`src/rtl/page_tile_grid_if.sv`:
```
// Font ROM bus between the tile renderer and the external glyph ROM.
// master: drives font_addr, samples font_bit; slave: the ROM side.
interface page_tile_grid_if #(
  parameter int FONT_AW = 15
);
  logic [FONT_AW-1:0] font_addr;
  logic               font_bit;

  modport master (output font_addr, input font_bit);
  modport slave  (input font_addr, output font_bit);
endinterface

```
`src/rtl/page_tile_grid.sv`:
```
// Digit-tile renderer: ROWS x MAX_COLS glyph cells centred on 640x480.
// Ports: vga_clk/vga_rst, x_pos/y_pos, frame_start, total_number, status,
// selecting/selected/cur_select, font (ROM bus), pixel_data (12-bit RGB).
module page_tile_grid #(
  parameter int          MAX_COLS     = 5,
  parameter int          ROWS         = 2,
  parameter int          CELL_W       = 80,
  parameter int          CELL_H       = 128,
  parameter int          ROW_Y0       = 86,
  parameter int          ROW_PITCH    = 180,
  parameter int          GLYPH_W      = 32,
  parameter int          GLYPH_H      = 64,
  parameter int          GLYPH_X0     = 8,
  parameter int          SCALE        = 2,
  parameter int          FONT_ROW_W   = 320,
  parameter int          FONT_AW      = 15,
  parameter int          FONT_LAT     = 1,
  parameter int          BORDER       = 4,
  parameter int          BLINK_FRAMES = 30,
  parameter logic [11:0] BG_COLOR     = 12'h000
) (
  input  logic                       vga_clk,
  input  logic                       vga_rst,
  input  logic [9:0]                 x_pos,
  input  logic [9:0]                 y_pos,
  input  logic                       frame_start,
  input  logic [3:0]                 total_number,
  input  logic [4*ROWS*MAX_COLS-1:0] status,
  input  logic                       selecting,
  input  logic [3:0]                 selected,
  input  logic [3:0]                 cur_select,
  page_tile_grid_if.master           font,
  output logic [11:0]                pixel_data
);

  localparam int NC = ROWS * MAX_COLS;
  localparam int BW = (BLINK_FRAMES > 1) ? $clog2(BLINK_FRAMES) : 1;

  typedef enum logic [1:0] {C_BG, C_FRM, C_GLY, C_WHT} cls_e;

  logic [3:0]         r_tot;
  logic [4*NC-1:0]    r_status;
  logic               r_selng;
  logic [3:0]         r_sel;
  logic [3:0]         r_cur;
  logic [BW-1:0]      r_fcnt;
  logic               r_blink;
  logic [FONT_AW-1:0] r_addr;
  logic [11:0]        r_pix;
  cls_e               r_cls [0:FONT_LAT];
  logic               r_grn [0:FONT_LAT];

  logic [3:0]         w_n;
  logic [10:0]        w_left, w_x, w_y;
  logic [10:0]        w_rtop, w_cleft;
  logic [10:0]        w_dx, w_dy, w_gx, w_gy;
  logic               w_rhit, w_chit, w_hit;
  logic               w_glyph, w_edge, w_frame, w_green;
  logic [3:0]         w_row, w_col, w_code;
  logic [7:0]         w_idx;
  logic [FONT_AW-1:0] w_addr;
  cls_e               w_cls;
  logic [11:0]        w_pix;

  // Display state is only taken at frame start so a frame never tears.
  always_ff @(posedge vga_clk or posedge vga_rst) begin
    if (vga_rst) begin
      r_tot    <= '0;
      r_status <= '0;
      r_selng  <= 1'b0;
      r_sel    <= '0;
      r_cur    <= '0;
    end else if (frame_start) begin
      r_tot    <= total_number;
      r_status <= status;
      r_selng  <= selecting;
      r_sel    <= selected;
      r_cur    <= cur_select;
    end
  end

  always_ff @(posedge vga_clk or posedge vga_rst) begin
    if (vga_rst) begin
      r_fcnt  <= '0;
      r_blink <= 1'b1;
    end else if (frame_start && BLINK_FRAMES != 0) begin
      if (r_fcnt == BW'(BLINK_FRAMES - 1)) begin
        r_fcnt  <= '0;
        r_blink <= ~r_blink;
      end else begin
        r_fcnt  <= r_fcnt + 1'b1;
      end
    end
  end

  assign w_n    = (r_tot > 4'(MAX_COLS)) ? 4'(MAX_COLS) : r_tot;
  assign w_left = 11'(320 - int'(w_n) * (CELL_W / 2));
  assign w_x    = {1'b0, x_pos};
  assign w_y    = {1'b0, y_pos};

  always_comb begin
    w_rhit = 1'b0;
    w_row  = '0;
    w_rtop = '0;
    for (int r = 0; r < ROWS; r++) begin
      if (w_y >= 11'(ROW_Y0 + r * ROW_PITCH) &&
          w_y <  11'(ROW_Y0 + r * ROW_PITCH + CELL_H)) begin
        w_rhit = 1'b1;
        w_row  = 4'(r);
        w_rtop = 11'(ROW_Y0 + r * ROW_PITCH);
      end
    end
  end

  // Column found by comparing against each cell boundary; no divider.
  always_comb begin
    w_chit  = 1'b0;
    w_col   = '0;
    w_cleft = '0;
    for (int c = 0; c < MAX_COLS; c++) begin
      if (4'(c) < w_n &&
          w_x >= w_left + 11'(c * CELL_W) &&
          w_x <  w_left + 11'((c + 1) * CELL_W)) begin
        w_chit  = 1'b1;
        w_col   = 4'(c);
        w_cleft = w_left + 11'(c * CELL_W);
      end
    end
  end

  assign w_idx = 8'(int'(w_row) * MAX_COLS + int'(w_col));

  always_comb begin
    w_code = '0;
    for (int i = 0; i < NC; i++) begin
      if (w_idx == 8'(i)) w_code = r_status[4*i +: 4];
    end
  end

  assign w_hit = w_rhit & w_chit;
  assign w_dx  = w_x - w_cleft;
  assign w_dy  = w_y - w_rtop;

  assign w_glyph = w_hit &&
                   w_dx >= 11'(GLYPH_X0) &&
                   w_dx <  11'(GLYPH_X0 + GLYPH_W * SCALE) &&
                   w_dy <  11'(GLYPH_H * SCALE);

  assign w_gx   = (w_dx - 11'(GLYPH_X0)) / 11'(SCALE);
  assign w_gy   = w_dy / 11'(SCALE);
  assign w_addr = FONT_AW'(int'(w_gy) * FONT_ROW_W +
                           int'(w_code) * GLYPH_W +
                           int'(w_gx));

  assign w_edge = w_dx <  11'(BORDER) ||
                  w_dx >= 11'(CELL_W - BORDER) ||
                  w_dy <  11'(BORDER) ||
                  w_dy >= 11'(CELL_H - BORDER);

  assign w_frame = w_hit && r_blink && w_edge &&
                   ({4'b0, r_cur} == w_idx);
  assign w_green = r_selng && ({4'b0, r_sel} == w_idx);

  // Codes above 9 have no glyph, so they fall through to a blank cell.
  always_comb begin
    w_cls = C_BG;
    if (!w_hit)                         w_cls = C_BG;
    else if (w_frame)                   w_cls = C_FRM;
    else if (w_glyph && w_code <= 4'd9) w_cls = C_GLY;
    else                                w_cls = C_WHT;
  end

  always_ff @(posedge vga_clk or posedge vga_rst) begin
    if (vga_rst)      r_addr <= '0;
    else if (w_glyph) r_addr <= w_addr;
  end

  assign font.font_addr = r_addr;

  // Side-band delay line: stage FONT_LAT lines up with font_bit.
  always_ff @(posedge vga_clk or posedge vga_rst) begin
    if (vga_rst) begin
      for (int i = 0; i <= FONT_LAT; i++) begin
        r_cls[i] <= C_BG;
        r_grn[i] <= 1'b0;
      end
    end else begin
      r_cls[0] <= w_cls;
      r_grn[0] <= w_green;
      for (int i = 1; i <= FONT_LAT; i++) begin
        r_cls[i] <= r_cls[i-1];
        r_grn[i] <= r_grn[i-1];
      end
    end
  end

  always_comb begin
    w_pix = BG_COLOR;
    unique case (r_cls[FONT_LAT])
      C_BG:  w_pix = BG_COLOR;
      C_FRM: w_pix = 12'h00f;
      C_GLY: w_pix = !font.font_bit    ? 12'hfff :
                     r_grn[FONT_LAT]   ? 12'h0f0 : 12'h000;
      C_WHT: w_pix = 12'hfff;
    endcase
  end

  always_ff @(posedge vga_clk or posedge vga_rst) begin
    if (vga_rst) r_pix <= '0;
    else         r_pix <= w_pix;
  end

  assign pixel_data = r_pix;

endmodule
```
`src/flat_wrapper.sv`:
```
// flat-port wrapper written by rule: the top's interface ports become plain ports
module page_tile_grid_flat 
#(
  parameter int          MAX_COLS     = 5,
  parameter int          ROWS         = 2,
  parameter int          CELL_W       = 80,
  parameter int          CELL_H       = 128,
  parameter int          ROW_Y0       = 86,
  parameter int          ROW_PITCH    = 180,
  parameter int          GLYPH_W      = 32,
  parameter int          GLYPH_H      = 64,
  parameter int          GLYPH_X0     = 8,
  parameter int          SCALE        = 2,
  parameter int          FONT_ROW_W   = 320,
  parameter int          FONT_AW      = 15,
  parameter int          FONT_LAT     = 1,
  parameter int          BORDER       = 4,
  parameter int          BLINK_FRAMES = 30,
  parameter logic [11:0] BG_COLOR     = 12'h000
)
  (vga_clk, vga_rst, x_pos, y_pos, frame_start, total_number, status, selecting, selected, cur_select, pixel_data, font_font_addr, font_font_bit);
  page_tile_grid_if #(.FONT_AW(FONT_AW)) font_i ();
  input  logic vga_clk;
  input  logic vga_rst;
  input  logic [9:0] x_pos;
  input  logic [9:0] y_pos;
  input  logic frame_start;
  input  logic [3:0] total_number;
  input  logic [4*ROWS*MAX_COLS-1:0] status;
  input  logic selecting;
  input  logic [3:0] selected;
  input  logic [3:0] cur_select;
  output logic [11:0] pixel_data;
  output wire logic [$bits(font_i.font_addr)-1:0] font_font_addr;
  input wire logic [$bits(font_i.font_bit)-1:0] font_font_bit;
  assign font_font_addr = font_i.font_addr;
  assign font_i.font_bit = font_font_bit;
  page_tile_grid #(.MAX_COLS(MAX_COLS), .ROWS(ROWS), .CELL_W(CELL_W), .CELL_H(CELL_H), .ROW_Y0(ROW_Y0), .ROW_PITCH(ROW_PITCH), .GLYPH_W(GLYPH_W), .GLYPH_H(GLYPH_H), .GLYPH_X0(GLYPH_X0), .SCALE(SCALE), .FONT_ROW_W(FONT_ROW_W), .FONT_AW(FONT_AW), .FONT_LAT(FONT_LAT), .BORDER(BORDER), .BLINK_FRAMES(BLINK_FRAMES), .BG_COLOR(BG_COLOR)) u_core (.vga_clk(vga_clk), .vga_rst(vga_rst), .x_pos(x_pos), .y_pos(y_pos), .frame_start(frame_start), .total_number(total_number), .status(status), .selecting(selecting), .selected(selected), .cur_select(cur_select), .font(font_i), .pixel_data(pixel_data));
endmodule
```
`config.mk`:
```
export PLATFORM = sky130hd
export DESIGN_NAME = page_tile_grid_flat
export DESIGN_NICKNAME = d
export VERILOG_FILES = /design/src/rtl/page_tile_grid_if.sv /design/src/rtl/page_tile_grid.sv /design/src/flat_wrapper.sv
export SDC_FILE = /design/constraint.sdc
export NUM_CORES = 1
export LEC_CHECK = 0
export CORE_MARGIN = 4
export CORE_UTILIZATION = 50
export CTS_BUF_LIST = sky130_fd_sc_hd__clkbuf_2
export CTS_CLUSTER_SIZE = 14
export DETAILED_ROUTE_END_ITERATION = 12
export PLACE_DENSITY = 0.84
export SETUP_SLACK_MARGIN = 0.4
export SYNTH_ARGS = -nofsm -noshare
export SYNTH_HDL_FRONTEND = slang
export SYNTH_SLANG_ARGS = --single-unit
```
`constraint.sdc`:
```
create_clock -name vga_clk -period 14.8 [get_ports vga_clk]
set_input_delay 2.96 -clock vga_clk [delete_from_list [all_inputs] [get_ports vga_clk]]
set_output_delay 2.96 -clock vga_clk [all_outputs]
set_load 0.02 [all_outputs]
```
# --- Word level (Yosys, flattened, before mapping) ---
# Cells that the tools add are included.
totals:
  regBits: 92
  romBits: 0
  n_memories: 0
  ramBits: 0
  latch_bits: 0
  out_inout_bits: 27
  word_cells: 137
op_classes:
  order_cmp: 28
  n_bitwise: 2
  n_mul: 3
  n_addsub: 13
  muxes: 37
  shift: 0
  reduce_logical: 26
  n_div: 0
  n_eq_ne: 15
ops:
  columns: ["cell", "n"]
  rows:
  - ["$ge 10x11->1", 5]
  - ["$lt 10x11->1", 5]
  - ["$mux 11", 5]
  - ["$pmux 12 s4", 1]
  - ["$mux 4", 11]
  - ["$eq 8x3->1 const B", 4]
  - ["$add 11x8->11 const B", 2]
  - ["$add 11x9->11 const B", 2]
  - ["$ge 11x7->1 const B", 2]
  - ["$lt 11x3->1 const B", 2]
  - ["$logic_and 1x1->1", 20]
  - ["$eq 4x8->1", 2]
  - ["$eq 8x2->1 const B", 2]
  - ["$eq 8x4->1 const B", 2]
  - ["$add 15x10->15", 1]
  - ["$add 15x11->15", 1]
  - ["$mux 12", 1]
  - ["$add 11x7->11 const B", 1]
  - ["$ge 11x4->1 const B", 1]
  - ["$lt 11x7->1 const B", 1]
  - ["$lt 11x8->1 const B", 1]
  - ["$sub 10x11->11", 1]
  - ["$sub 10x11->11 const A", 1]
  - ["$sub 10x9->11", 1]
  - ["32 further kinds", 49]

# --- Depth between registers and ports, before layout ---
# Gate-level depths: netlist (run 1).
logic_depth:
  ltp_word: 29
  mapped_depth: 45

# --- Worst setup path before layout (run 1) ---
# OpenSTA, ideal clock, no wires.
synth_path:
  path_type: "flip-flop to flip-flop"
  startpoint: "reg u_core.r_tot[1]"
  endpoint: "reg u_core.r_addr[14] (netlist: u_core.font.font_addr[14])"
  path_buffers: 3
  arrival_time_ps: 9415
  period_less_slack_ps: 9540
  stages_incl_launch_ff: 45
  required_ps: 14675
  setup_slack_ps: 5260
  cell_sequence: "dfrtp_1 a211oi_1 inv_1 ha_1 ha_1 ha_1 clkbuf_1 xnor2_1 inv_1 ha_1 inv_1 o22ai_1 a221o_1 xnor2_1 ha_1 a21o_1 a21o_1 a2111o_1 [... 9 more ...] a22oi_1 a21o_1 o211ai_1 a21oi_1 inv_1 fa_1 ha_1 fa_1 a21oi_1 nor2_1 nor2_1 nor2b_1 o21a_1 nand3_1 xnor2_1 xnor2_1 xnor2_1 mux2_2"
synth_via:
  elab_chain_cells: 26
  elab_cells_between_ends: 79
synth_lines:
  columns: ["element", "line_no", "text"]
  rows:
  - ["start, declared", "page_tile_grid.sv:41", "logic [3:0] r_tot;"]
  - ["start signal, assigned", "page_tile_grid.sv:74", "r_tot <= total_number;"]
  - ["$gt 4x3->1", "page_tile_grid.sv:96", "assign w_n = (r_tot > 4'(MAX_COLS)) ? 4'(MAX_COLS) : r_tot;"]
  - ["$mux 4 (*)", "page_tile_grid.sv:96", null]
  - ["$mul 4x3->7", "page_tile_grid.sv:97", "assign w_left = 11'(320 - int'(w_n) * (CELL_W / 2));"]
  - ["$sub 10x11->11", "page_tile_grid.sv:97", null]
  - ["$add 11x7->11", "page_tile_grid.sv:122, page_tile_grid.sv:123, page_tile_grid.sv:126", null]
  - ["$ge 10x11->1", "page_tile_grid.sv:122", "w_x >= w_left + 11'(c * CELL_W) &&"]
  - ["$logic_and 1x1->1", "page_tile_grid.sv:121", "if (4'(c) < w_n &&"]
  - ["$logic_and 1x1->1", "page_tile_grid.sv:122", null]
  - ["$mux 1", "page_tile_grid.sv:121", null]
  - ["$mux 2 (2 in series)", "page_tile_grid.sv:121", null]
  - ["$mux 3", "page_tile_grid.sv:121", null]
  - ["$add 8x4->8", "page_tile_grid.sv:131", "assign w_idx = 8'(int'(w_row) * MAX_COLS + int'(w_col));"]
  - ["$logic_not 8->1", "page_tile_grid.sv:136", "if (w_idx == 8'(i)) w_code = r_status[4*i +: 4];"]
  - ["$mux 4 (10 in series)", "page_tile_grid.sv:136", null]
  - ["$add 15x10->15", "page_tile_grid.sv:151", "assign w_addr = FONT_AW'(int'(w_gy) * FONT_ROW_W +"]
  - ["$add 15x11->15", "page_tile_grid.sv:152", "int'(w_code) * GLYPH_W +"]
  - ["end signal, assigned", "page_tile_grid.sv:175", "else if (w_glyph) r_addr <= w_addr;"]
  - ["end, declared", "page_tile_grid.sv:48", "logic [FONT_AW-1:0] r_addr;"]
# Every way passes the cells marked *; elsewhere a longest branch is shown, timed or not.
# A chain may end at the register's enable or synchronous reset.

# --- Worst setup path in the final report (run 1) ---
# Same ends and word-level chain as after synthesis.

==> run_results.csv, run 1 <==
group,metric,value,unit
hold_path,hold_path_class,"register to register",
die,die-area,16100,um^2
timing,setup_tns,0,ns
timing,fmax,97.3,MHz
grt,grt_usage,20.7,%
cells_and_area,num-nets-final,976,
logic_synthesis,yosysTopAreaCell,"dfrtp_1",
clocking,clockBufferDepth,2,
grt,antenna_found_initial,0,
clocking,clkTransAtPathRegs,0.25,ns
logic_synthesis,synthTopCellsByCount,"ha_1, dfrtp_1, mux2_2",
timing,period_needed,10.28,ns
power_and_ir_drop,power_frac_comb,76.4,%
hold_path,holdPathStages,0,
die,io-pin-count,104,
timing,fin_skew,0.0298,ns
logic_synthesis,synth_warnings,0,
power_and_ir_drop,power.switching,864,uW
clocking,clkLatencyLatePin,0.59,ns
timing,finalMaxSlewViolations,0,
logic_synthesis,synth_cell_type_count,77,
clocking,clock-sinks,83,
route,antenna_left,0,
place,io_buffers,102,
cells_and_area,post-route-util,60.0,%
worst_setup_path,slowest_delay,0.58,ns
clocking,htreeDepth,3,
clocking,cts-hold-fix-buffers,0,
job,drv_cap,0,
cells_and_area,multi_input_area,4630,um^2
power_and_ir_drop,powerDensity,217,nW/um^2
logic_synthesis,ys_ff_latch,83,
place,dpl-instance-area,8180,um^2
grt,grt_pass1_vias,5768,
logic_synthesis,ys_top_cells_by_area,"dfrtp_1, ha_1, mux2_2",
timing,finalCritPeriodShare,69.4,%
place,place_ws,4.31,ns
worst_setup_path,start_kind,"register",
route,viasPerCell,5.79,
power_and_ir_drop,seqPwrFrac,16.5,%
grt,grt.overflow.total,0,
logic_synthesis,synth_nets,887,
route,detail_route.first_pass.iterations,5,
power_and_ir_drop,cellLeakagePower,3.75,nW
place,dp_hpwl,12800,um
route,wire_per_inst,16.6,um
clocking,root_buffer,"clkbuf_2",
logic_synthesis,synthArstFlopShare,100,%
grt,grt_max_degree,68,
cells_and_area,area.sequential,2080,um^2
power_and_ir_drop,power_frac_clock,7.1,%
status,status,"completed",
power_and_ir_drop,sw_frac_of_total,47.9,%
timing,slew_headroom,43.8,%
die,die_h,127,um
logic_synthesis,synth-edff-count,0,
clocking,cts_tree,"yes",
logic_synthesis,yosysMostFrequentCell,"ha_1",
worst_setup_path,cp_data_required_time,15.29,ns
logic_synthesis,synth_top_area_share,29.1,%
timing,setup_ws,4.52,ns
cells_and_area,fillCellCount,1158,
timing,tightest_slew,0.843,ns
clocking,cts-resized-gates,0,
die,rows,43,
place,gp_congestion,0.922,
route,drt_iter0_drc,369,
die,start_util,51.0,%
cells_and_area,syn_to_final_growth,17.7,%
power_and_ir_drop,vdd_drop_max,0.149,mV
die,core_area,13800,um^2
timing,rsz0062_at_grt,"false",
timing,setup_viol,0,
grt,grt_pass1_wl,27500,um
clocking,cts_buffers,9,
cells_and_area,layout-drive-gt1-share,12.5,%
worst_setup_path,worst_setup_path_end_kind,"register",
worst_setup_path,crit_path_top_delay_cell,"mux4_2",
clocking,cts_setup_buffers,0,
logic_synthesis,synth_area,7050,um^2
cells_and_area,antenna_cells,0,
route,drc,0,
logic_synthesis,synth_cells,714,
logic_synthesis,ys_seq_area_share,29.5,%
worst_setup_path,crit_fanout,12,
worst_setup_path,cp_common_cell,"ha_1",
power_and_ir_drop,p_int,938,uW
worst_setup_path,path_class,"register to register",
timing,finalHoldViolCount,0,
logic_synthesis,syn_avg_cell_area,9.87,um^2
worst_setup_path,crit_arrival,10.77,ns
die,die_x,127,um
worst_setup_path,r2r_cells,42,
route,route.vias.total,5719,
logic_synthesis,synthFlopType,"dfrtp_1",
cells_and_area,fin_area,8300,um^2
route,routed_wl,16400,um
cells by family after synthesis:
logic type	after synthesis	share of synthesized area (%)
AOI/OAI and AO/OA	167	16.9
and+or+nand+nor	156	11.1
adders and majority gates	96	17.8
DFF	83	29.5
muxes	79	13.1
buffers and inverters	78	4.83
xor gates and xnor gates	55	6.83
per-layer routing:
| metal | track usage (%) | routed length [um] |
|---|---|---|
| met1 | 26.8 | 7130 |
| met2 | 34.5 | 7780 |
| met3 | 5.26 | 1150 |
| met4 | 5.99 | 353 |
| met5 | 0 | 0 |
cells in the final DEF (no fill, tap or decap), types with 4 or more instances in the layout:
cell and count:
a21oi_1 37, fa_1 7, nor3_1 18, mux4_2 4
a21boi_0 4, o21a_1 11, nand2_1 40, dfrtp_1 82
o31a_1 4, clkdlybuf4s50_1 101, nor2_1 36, inv_1 46
o31ai_1 4, mux2_2 57, and3_1 6, a21o_1 17
nor2b_1 11, clkbuf_2 10, xnor2_1 36, a22oi_1 4
ha_1 89, o211ai_1 6, a211oi_1 5, mux2i_1 9
mux2_1 9, buf_4 6, o21ai_0 24, nand2b_1 10
a31oi_1 4, nand3_1 14, a221oi_1 4, and2_1 4
xor2_1 19
area by class of cell:
class	instances	area share (%)
flip-flops and latches	83	25.0
well taps	180	2.71
multi-input cells	553	55.8
inverters	48	2.19
repair buffers	108	12.8
clock buffers	10	0.603
clock inverters	6	0.889
power groups by stage:
stage / clock network [mW] / logic [mW] / registers, mW
floorplan: 0 / 1.04 / 0.315
global placement: 0 / 1.33 / 0.300
detailed placement: 0 / 1.37 / 0.302
CTS: 0.132 / 1.38 / 0.298
global route: 0.142 / 1.55 / 0.304
finish: 0.128 / 1.38 / 0.297
state kept, by name, summed over array words and instances (netlist names):
| signal | count |
|---|---|
| u_core.font.font_addr | 15 |
| u_core.r_status | 40 |
| u_core.r_fcnt | 5 |
| u_core.r_tot | 4 |
| u_core.r_selng | 1 |
| u_core.pixel_data | 3 |
| u_core.r_cls | 4 |
| u_core.r_blink | 1 |
| u_core.r_cur | 4 |
| u_core.r_sel | 4 |
| u_core.r_grn | 2 |
through the flow:
step | hold slack [ns] | total power [mW] | cells
2_1_floorplan | 0.331 | 1.35 | 714
3_3_place_gp | 0.333 | 1.63 | 972
3_5_place_dp | 0.337 | 1.67 | 972
4_1_cts | 0.382 | 1.81 | 988
5_1_grt | 0.401 | 1.99 | 988
6_report | 0.386 | 1.80 | 988
path summary, 6_finish.rpt:
check | start | endpoint | slack, ns
setup / recovery | u_core.r_tot[1] | u_core.font.font_addr[14] | 4.52
hold / removal | u_core.r_cls[3] | u_core.r_cls[1] | 0.39
setup reg to reg | u_core.r_tot[1] | u_core.font.font_addr[14] | 4.52
hold reg to reg | u_core.r_cls[3] | u_core.r_cls[1] | 0.39
max in group asynchronous | vga_rst | u_core.r_status[18] | 11.08
min in group asynchronous | vga_rst | u_core.r_grn[0] | 2.60
worst max-delay path, delay by kind of cell, from the launching register on:
family	cells	cell delay (ns)
buf+inv	4	0.70
xor+xnor	5	0.79
compound gates	11	2.66
simple gates	9	1.10
flops	1	0.51
mux	3	0.99
fa+ha+maj	10	3.42
Note: power is estimated with default switching activity, not from simulation.
==> run 2: changes to the inputs <==
==> constraint.sdc (replaced) <==
create_clock -name vga_clk -period 10.21 [get_ports vga_clk]
set_input_delay 2.042 -clock vga_clk [delete_from_list [all_inputs] [get_ports vga_clk]]
set_output_delay 2.042 -clock vga_clk [all_outputs]
set_load 0.02 [all_outputs]
==> run 2 against run 1 <==
  * Sequential power is 45% higher
  * Power is 49% higher
  * Die area stayed put
  * Critical path type unchanged
  * Global-route usage is 0.37 points higher
  * Critical endpoint unchanged
  * Clock-buffer cell count is 1 higher
==> run_results.csv, run 2 (same netlist as run 1, synthesis figures left out) <==
group,metric,value,unit
route,detail_route.first_pass.iterations,5,
die,die-area,16100,um^2
clocking,cts_setup_buffers,0,
power_and_ir_drop,power_frac_clock,6.7,%
clocking,cts-hold-fix-buffers,0,
power_and_ir_drop,sw_frac_of_total,47.3,%
power_and_ir_drop,powerDensity,318,nW/um^2
cells_and_area,syn_to_final_growth,19.4,%
cells_and_area,num-nets-final,988,
route,antenna_left,0,
power_and_ir_drop,cellLeakagePower,3.81,nW
cells_and_area,final_cell_mix,"clkdlybuf4s50_1, ha_1, dfrtp_1",
grt,grt_max_degree,84,
worst_setup_path,worst_setup_path_end_kind,"register",
clocking,clkLatencyLatePin,0.56,ns
timing,finalHoldViolCount,0,
hold_path,hold_path_class,"register to register",
power_and_ir_drop,power,2.68,mW
timing,finalMaxSlewViolations,0,
route,drt_iter0_drc,324,
cells_and_area,layout-drive-gt1-share,14.6,%
clocking,cts_buffers,9,
place,dp_hpwl,13000,um
place,io_buffers,102,
route,drc,0,
timing,tightest_slew,1.06,ns
worst_setup_path,crit_path_start,"u_core.r_tot[1]",
worst_setup_path,crit_fanout,10,
worst_setup_path,path_class,"register to register",
place,place_ws,0.694,ns
timing,slew_headroom,29.4,%
power_and_ir_drop,power.switching,1.27,mW
die,die_h,127,um
worst_setup_path,slowest_delay,0.51,ns
die,rows,43,
grt,grt_pass1_vias,5780,
die,start_util,51.0,%
cells_and_area,top_register,"u_core.r_status",
clocking,clkTransAtPathRegs,0.22,ns
power_and_ir_drop,power_frac_comb,77.1,%
clocking,htreeDepth,3,
route,viasPerCell,5.64,
power_and_ir_drop,vdd_drop_max,0.239,mV
timing,finalCritPeriodShare,90.1,%
die,core_area,13800,um^2
timing,rsz0062_at_grt,"false",
cells_and_area,largest_register_ffs,40,
timing,period_needed,9.20,ns
worst_setup_path,start_kind,"register",
grt,antenna_found_initial,0,
worst_setup_path,crit_path_top_delay_cell,"dfrtp_1",
timing,setup_viol,0,
worst_setup_path,r2r_setup_slack,1.01,ns
worst_setup_path,crit_path_end,"u_core.font.font_addr[14]",
worst_setup_path,worstReg2RegStart,"u_core.r_tot[1]",
status,status,"completed",
place,gp_congestion,0.918,
clocking,cts_tree,"yes",
timing,setup_tns,0,ns
timing,fin_skew,0.0230,ns
clocking,root_buffer,"clkbuf_2",
route,routed_wl,16700,um
die,io-pin-count,104,
clocking,clockBufferDepth,2,
worst_setup_path,cp_common_cell,"ha_1",
worst_setup_path,crit_arrival,9.67,ns
clocking,clock-sinks,83,
worst_setup_path,r2r_cells,41,
grt,grt_usage,21.1,%
power_and_ir_drop,p_int,1.41,mW
power_and_ir_drop,seqPwrFrac,16.1,%
job,drv_cap,0,
die,die_x,127,um
route,wire_per_inst,16.7,um
timing,setup_ws,1.01,ns
clocking,cts-resized-gates,0,
timing,fmax,109,MHz
cells_and_area,fin_cells,1001,
cells_and_area,final_common_cell,"clkdlybuf4s50_1",
route,route.vias.total,5646,
worst_setup_path,cp_data_required_time,10.68,ns
grt,grt.overflow.total,0,
place,dp_cells,984,
worst_setup_path,r2r_end,"u_core.font.font_addr[14]",
grt,grt_pass1_wl,27800,um
==> run 2: changes by cell type in the layout (fill, tap and decap cells not counted), sizes merged <==
cell | previous run | this run
clkbuf | 10 | 11
diode | 0 | 1
buf | 7 | 19
clkinvlp | 2 | 0
clkinv | 2 | 3
==> run 2: cell type report <==
class	instances	area (um^2)
fillers	1154	5410
clock inverters	5	60.1
flip-flops and latches	83	2080
well taps	180	225
clock buffers	11	55.1
multi-input cells	553	4660
repair buffers	120	1150
inverters	48	181
diodes	1	2.50
==> run 2: power by group through the flow <==
stage                     clock [mW]  combinational, mW  sequential [mW]
final                          0.180               2.07            0.432
after global routing           0.197               2.33            0.442
after CTS                      0.185               2.06            0.432
after detailed placement           0               2.05            0.438
after global placement             0               1.99            0.433
after floorplan                    0               1.50            0.457
==> run 2: critical path, delay by kind of cell (launching register included) <==
family                     cells  cell delay (ns)
muxes                          2             0.70
buffers and inverters          4             0.49
adders and majority gates     10             3.06
xor gates and xnor gates       5             0.79
and+or+nand+nor                8             0.98
DFF                            1             0.51
AOI/OAI and AO/OA             12             2.61
==> run 2: routing by layer <==
| metal | vias to the layer above | share of wire [%] | GRT usage [%] |
|---|---|---|---|
| li1 | 2780 | - | - |
| met1 | 2687 | 44 | 26.6 |
| met2 | 152 | 49 | 36.9 |
| met3 | 27 | 5.5 | 4.34 |
| met4 | 0 | 1.7 | 5.43 |
| met5 | - | 0 | 0 |
==> run 2: worst min-delay path by stage <==
stage                                from               to  slack, ns  depth (start not counted)
final                     u_core.r_cls[2]  u_core.r_cls[0]       0.40                          0
after global routing      u_core.r_cls[3]  u_core.r_cls[1]       0.40                          0
after CTS                 u_core.r_cls[2]  u_core.r_cls[0]       0.39                          0
after detailed placement  u_core.r_cls[2]  u_core.r_cls[0]       0.35                          0
after global placement    u_core.r_cls[2]  u_core.r_cls[0]       0.33                          0
after floorplan           u_core.r_cls[2]  u_core.r_cls[0]       0.33                          0
==> run 2: metrics by stage <==
| stage | utilization, % | instance area (um^2) | hold WS, ns |
|---|---|---|---|
| after detailed placement | 59.8 | 8270 | 0.345 |
| after global routing | 60.9 | 8410 | 0.404 |
| after CTS | 60.6 | 8380 | 0.395 |
| after floorplan | - | 7050 | 0.331 |
| after global placement | 59.8 | 8270 | 0.334 |
| final | 60.9 | 8420 | 0.403 |
==> run 3: changes to the inputs <==
--- a/config.mk
+++ b/config.mk
@@ -5,6 +5,7 @@
 export SDC_FILE = /design/constraint.sdc
 export NUM_CORES = 1
 export LEC_CHECK = 0
+export ABC_AREA = 1
 export CORE_MARGIN = 4
 export CORE_UTILIZATION = 50
 export CTS_BUF_LIST = sky130_fd_sc_hd__clkbuf_2
==> constraint.sdc (replaced) <==
create_clock -name vga_clk -period 9.2 [get_ports vga_clk]
set_input_delay 1.84 -clock vga_clk [delete_from_list [all_inputs] [get_ports vga_clk]]
set_output_delay 1.84 -clock vga_clk [all_outputs]
set_load 0.02 [all_outputs]
==> run 3 against run 2 <==
  * Setup slack better by 0.012 ns
  * Sequential share of layout area shrank 0.81 points
  * Critical path depth is 6 higher
  * Sequential power up 8.1%
  * Design area up 3.3%
  * Core utilization up 0.78 points
  * Highest routed layer unchanged
==> run_results.csv, run 3 <==
group,metric,value,unit
status,status,"completed",
logic_synthesis,synth_cells,939,
clocking,root_buffer,"clkbuf_2",
worst_setup_path,cp_common_cell,"nand2_1",
grt,grt_pass1_vias,6206,
logic_synthesis,syn_avg_cell_area,7.77,um^2
die,die_x,129,um
logic_synthesis,synth_nets,1112,
die,rows,43,
power_and_ir_drop,power_frac_clock,7.7,%
logic_synthesis,synthArstFlopShare,100,%
die,die_h,129,um
logic_synthesis,synth_top_area_share,28.1,%
worst_setup_path,crit_arrival,8.65,ns
cells_and_area,post-route-util,61.7,%
clocking,cts_buffers,9,
route,route.vias.total,6373,
hold_path,hold_path_class,"register to register",
clocking,clkTransAtPathRegs,0.23,ns
worst_setup_path,start_kind,"register",
die,die-area,16600,um^2
timing,setup_ws,1.02,ns
route,drt_iter0_drc,454,
power_and_ir_drop,power_frac_comb,75.4,%
grt,grt.overflow.total,0,
clocking,clock-sinks,83,
logic_synthesis,synth_simple_gate_area_share,25.5,%
logic_synthesis,ys_seq_area_share,28.5,%
route,drc,0,
route,routed_wl,17200,um
logic_synthesis,synth_top_family_by_area,"simple AND/OR/NAND/NOR gates",
cells_and_area,final_cell_mix,"nand2_1, inv_1, clkdlybuf4s50_1",
logic_synthesis,synthTopCellsByCount,"nand2_1, inv_1, ha_1",
worst_setup_path,crit_path_top_delay_cell,"dfrtp_1",
cells_and_area,num-nets-final,1213,
place,dp_hpwl,13400,um
worst_setup_path,worst_setup_path_end_kind,"register",
clocking,cts_tree,"yes",
route,detail_route.first_pass.iterations,5,
logic_synthesis,synth_warnings,0,
timing,period_needed,8.18,ns
clocking,htreeDepth,3,
timing,fmax,122,MHz
clocking,clkLatencyLatePin,0.57,ns
cells_and_area,largest_register_ffs,40,
cells_and_area,layout-drive-gt1-share,11.9,%
worst_setup_path,cp_data_required_time,9.68,ns
timing,setup_tns,0,ns
logic_synthesis,synth-compound-area-share,13.6,%
logic_synthesis,yosysMostFrequentCell,"nand2_1",
timing,slew_headroom,30.3,%
worst_setup_path,crit_fanout,11,
clocking,clockBufferDepth,2,
power_and_ir_drop,power,2.76,mW
place,place_ws,0.505,ns
grt,grt_max_degree,95,
timing,setup_viol,0,
place,io_buffers,102,
timing,fin_skew,0.0382,ns
place,dpl-instance-area,8420,um^2
logic_synthesis,synth_cell_type_count,59,
die,start_util,51.8,%
timing,rsz0062_at_grt,"false",
logic_synthesis,ys_top_cells_by_area,"dfrtp_1, ha_1, nand2_1",
route,viasPerCell,5.20,
logic_synthesis,synth_xor_area_share,5.85,%
worst_setup_path,path_class,"register to register",
worst_setup_path,slowest_delay,0.44,ns
cells_and_area,fin_area,8690,um^2
cells_and_area,top_register,"u_core.r_status",
timing,finalHoldViolCount,0,
logic_synthesis,synthMuxAreaShare,0,%
logic_synthesis,yosysTopAreaCell,"dfrtp_1",
power_and_ir_drop,seqPwrFrac,16.9,%
cells_and_area,final_common_cell,"nand2_1",
route,antenna_left,0,
power_and_ir_drop,sw_frac_of_total,50.7,%
logic_synthesis,synthAdderAreaFrac,17.2,%
timing,finalCritPeriodShare,88.9,%
cells_and_area,syn_to_final_growth,19.1,%
place,gp_congestion,0.915,
route,wire_per_inst,14.1,um
timing,finalMaxSlewViolations,0,
grt,grt_pass1_wl,28300,um
clocking,cts-hold-fix-buffers,0,
logic_synthesis,synth-edff-count,0,
power_and_ir_drop,vdd_drop_max,0.298,mV
grt,grt_usage,20.8,%
logic_synthesis,ys_ff_latch,83,
power_and_ir_drop,powerDensity,318,nW/um^2
logic_synthesis,synth_area,7300,um^2
timing,tightest_slew,1.05,ns
die,core_area,14100,um^2
job,drv_cap,0,
grt,antenna_found_initial,1,
power_and_ir_drop,cellLeakagePower,4.40,nW
logic_synthesis,synthFlopType,"dfrtp_1",
die,io-pin-count,104,
power_and_ir_drop,power.switching,1.40,mW
power_and_ir_drop,p_int,1.36,mW
## run 3: final cells by class
cell class,count,area [um^2]
diodes,1,2.50
fillers,1288,5410
flip-flops and latches,83,2080
multi-input cells,695,4610
well taps,180,225
clock buffers,9,45.0
repair buffers,117,1130
inverters,134,522
clock inverters,6,81.3
## run 3: repair_timing
action	CTS	global route
setup buffers	0	9
gates resized for setup	0	18
setup endpoints to repair	0	5
## run 3: cell families (layout without fill, tap and decap cells)
kind of cell    after synthesis  count (layout)
flops                        83              83
simple gates                386             386
fa+ha+maj                    96              96
compound gates              166             166
xor+xnor                     47              47
other cells                   0               1
buf+inv                     161             266
## run 3: layer usage
| layer | GRT usage [%] | wire, um |
|---|---|---|
| met1 | 28.0 | 7770 |
| met3 | 2.53 | 818 |
| met5 | 0 | 0 |
| met2 | 34.6 | 8130 |
| met4 | 6.92 | 504 |
## run 3: power groups by stage
| stage | logic (mW) | registers [mW] | clock network (mW) |
|---|---|---|---|
| after CTS | 2.03 | 0.468 | 0.218 |
| after global routing | 2.38 | 0.476 | 0.235 |
| after detailed placement | 2.02 | 0.474 | 0 |
| final | 2.08 | 0.467 | 0.213 |
| after floorplan | 1.56 | 0.499 | 0 |
| after global placement | 1.97 | 0.471 | 0 |
## run 3: worst max-delay path: cells and delay by family, from the launching register on
| family | cells | cell delay [ns] |
|---|---|---|
| AOI/OAI and AO/OA | 7 | 0.98 |
| xor gates and xnor gates | 4 | 0.74 |
| adders and majority gates | 9 | 2.69 |
| buffers and inverters | 6 | 0.74 |
| DFF | 1 | 0.44 |
| and+or+nand+nor | 21 | 2.48 |
## run 3: through the flow
step / cells / hold slack [ns]
after floorplan: 939 / 0.331
after global placement: 1200 / 0.334
after detailed placement: 1200 / 0.336
after CTS: 1215 / 0.376
after global routing: 1225 / 0.387
final: 1225 / 0.374
## run 3: path summary, 6_finish.rpt
check                           startpoint                        end  slack, ns  cells past startpoint
min                        u_core.r_grn[1]            u_core.r_grn[0]       0.37                      0
max in group asynchronous          vga_rst        u_core.r_status[30]       6.63                      3
min in group asynchronous          vga_rst        u_core.r_status[35]       1.88                      3
max                        u_core.r_tot[2]  u_core.font.font_addr[14]       1.02                     47
min reg2reg                u_core.r_grn[1]            u_core.r_grn[0]       0.37                      0
max reg2reg                u_core.r_tot[2]  u_core.font.font_addr[14]       1.02                     47
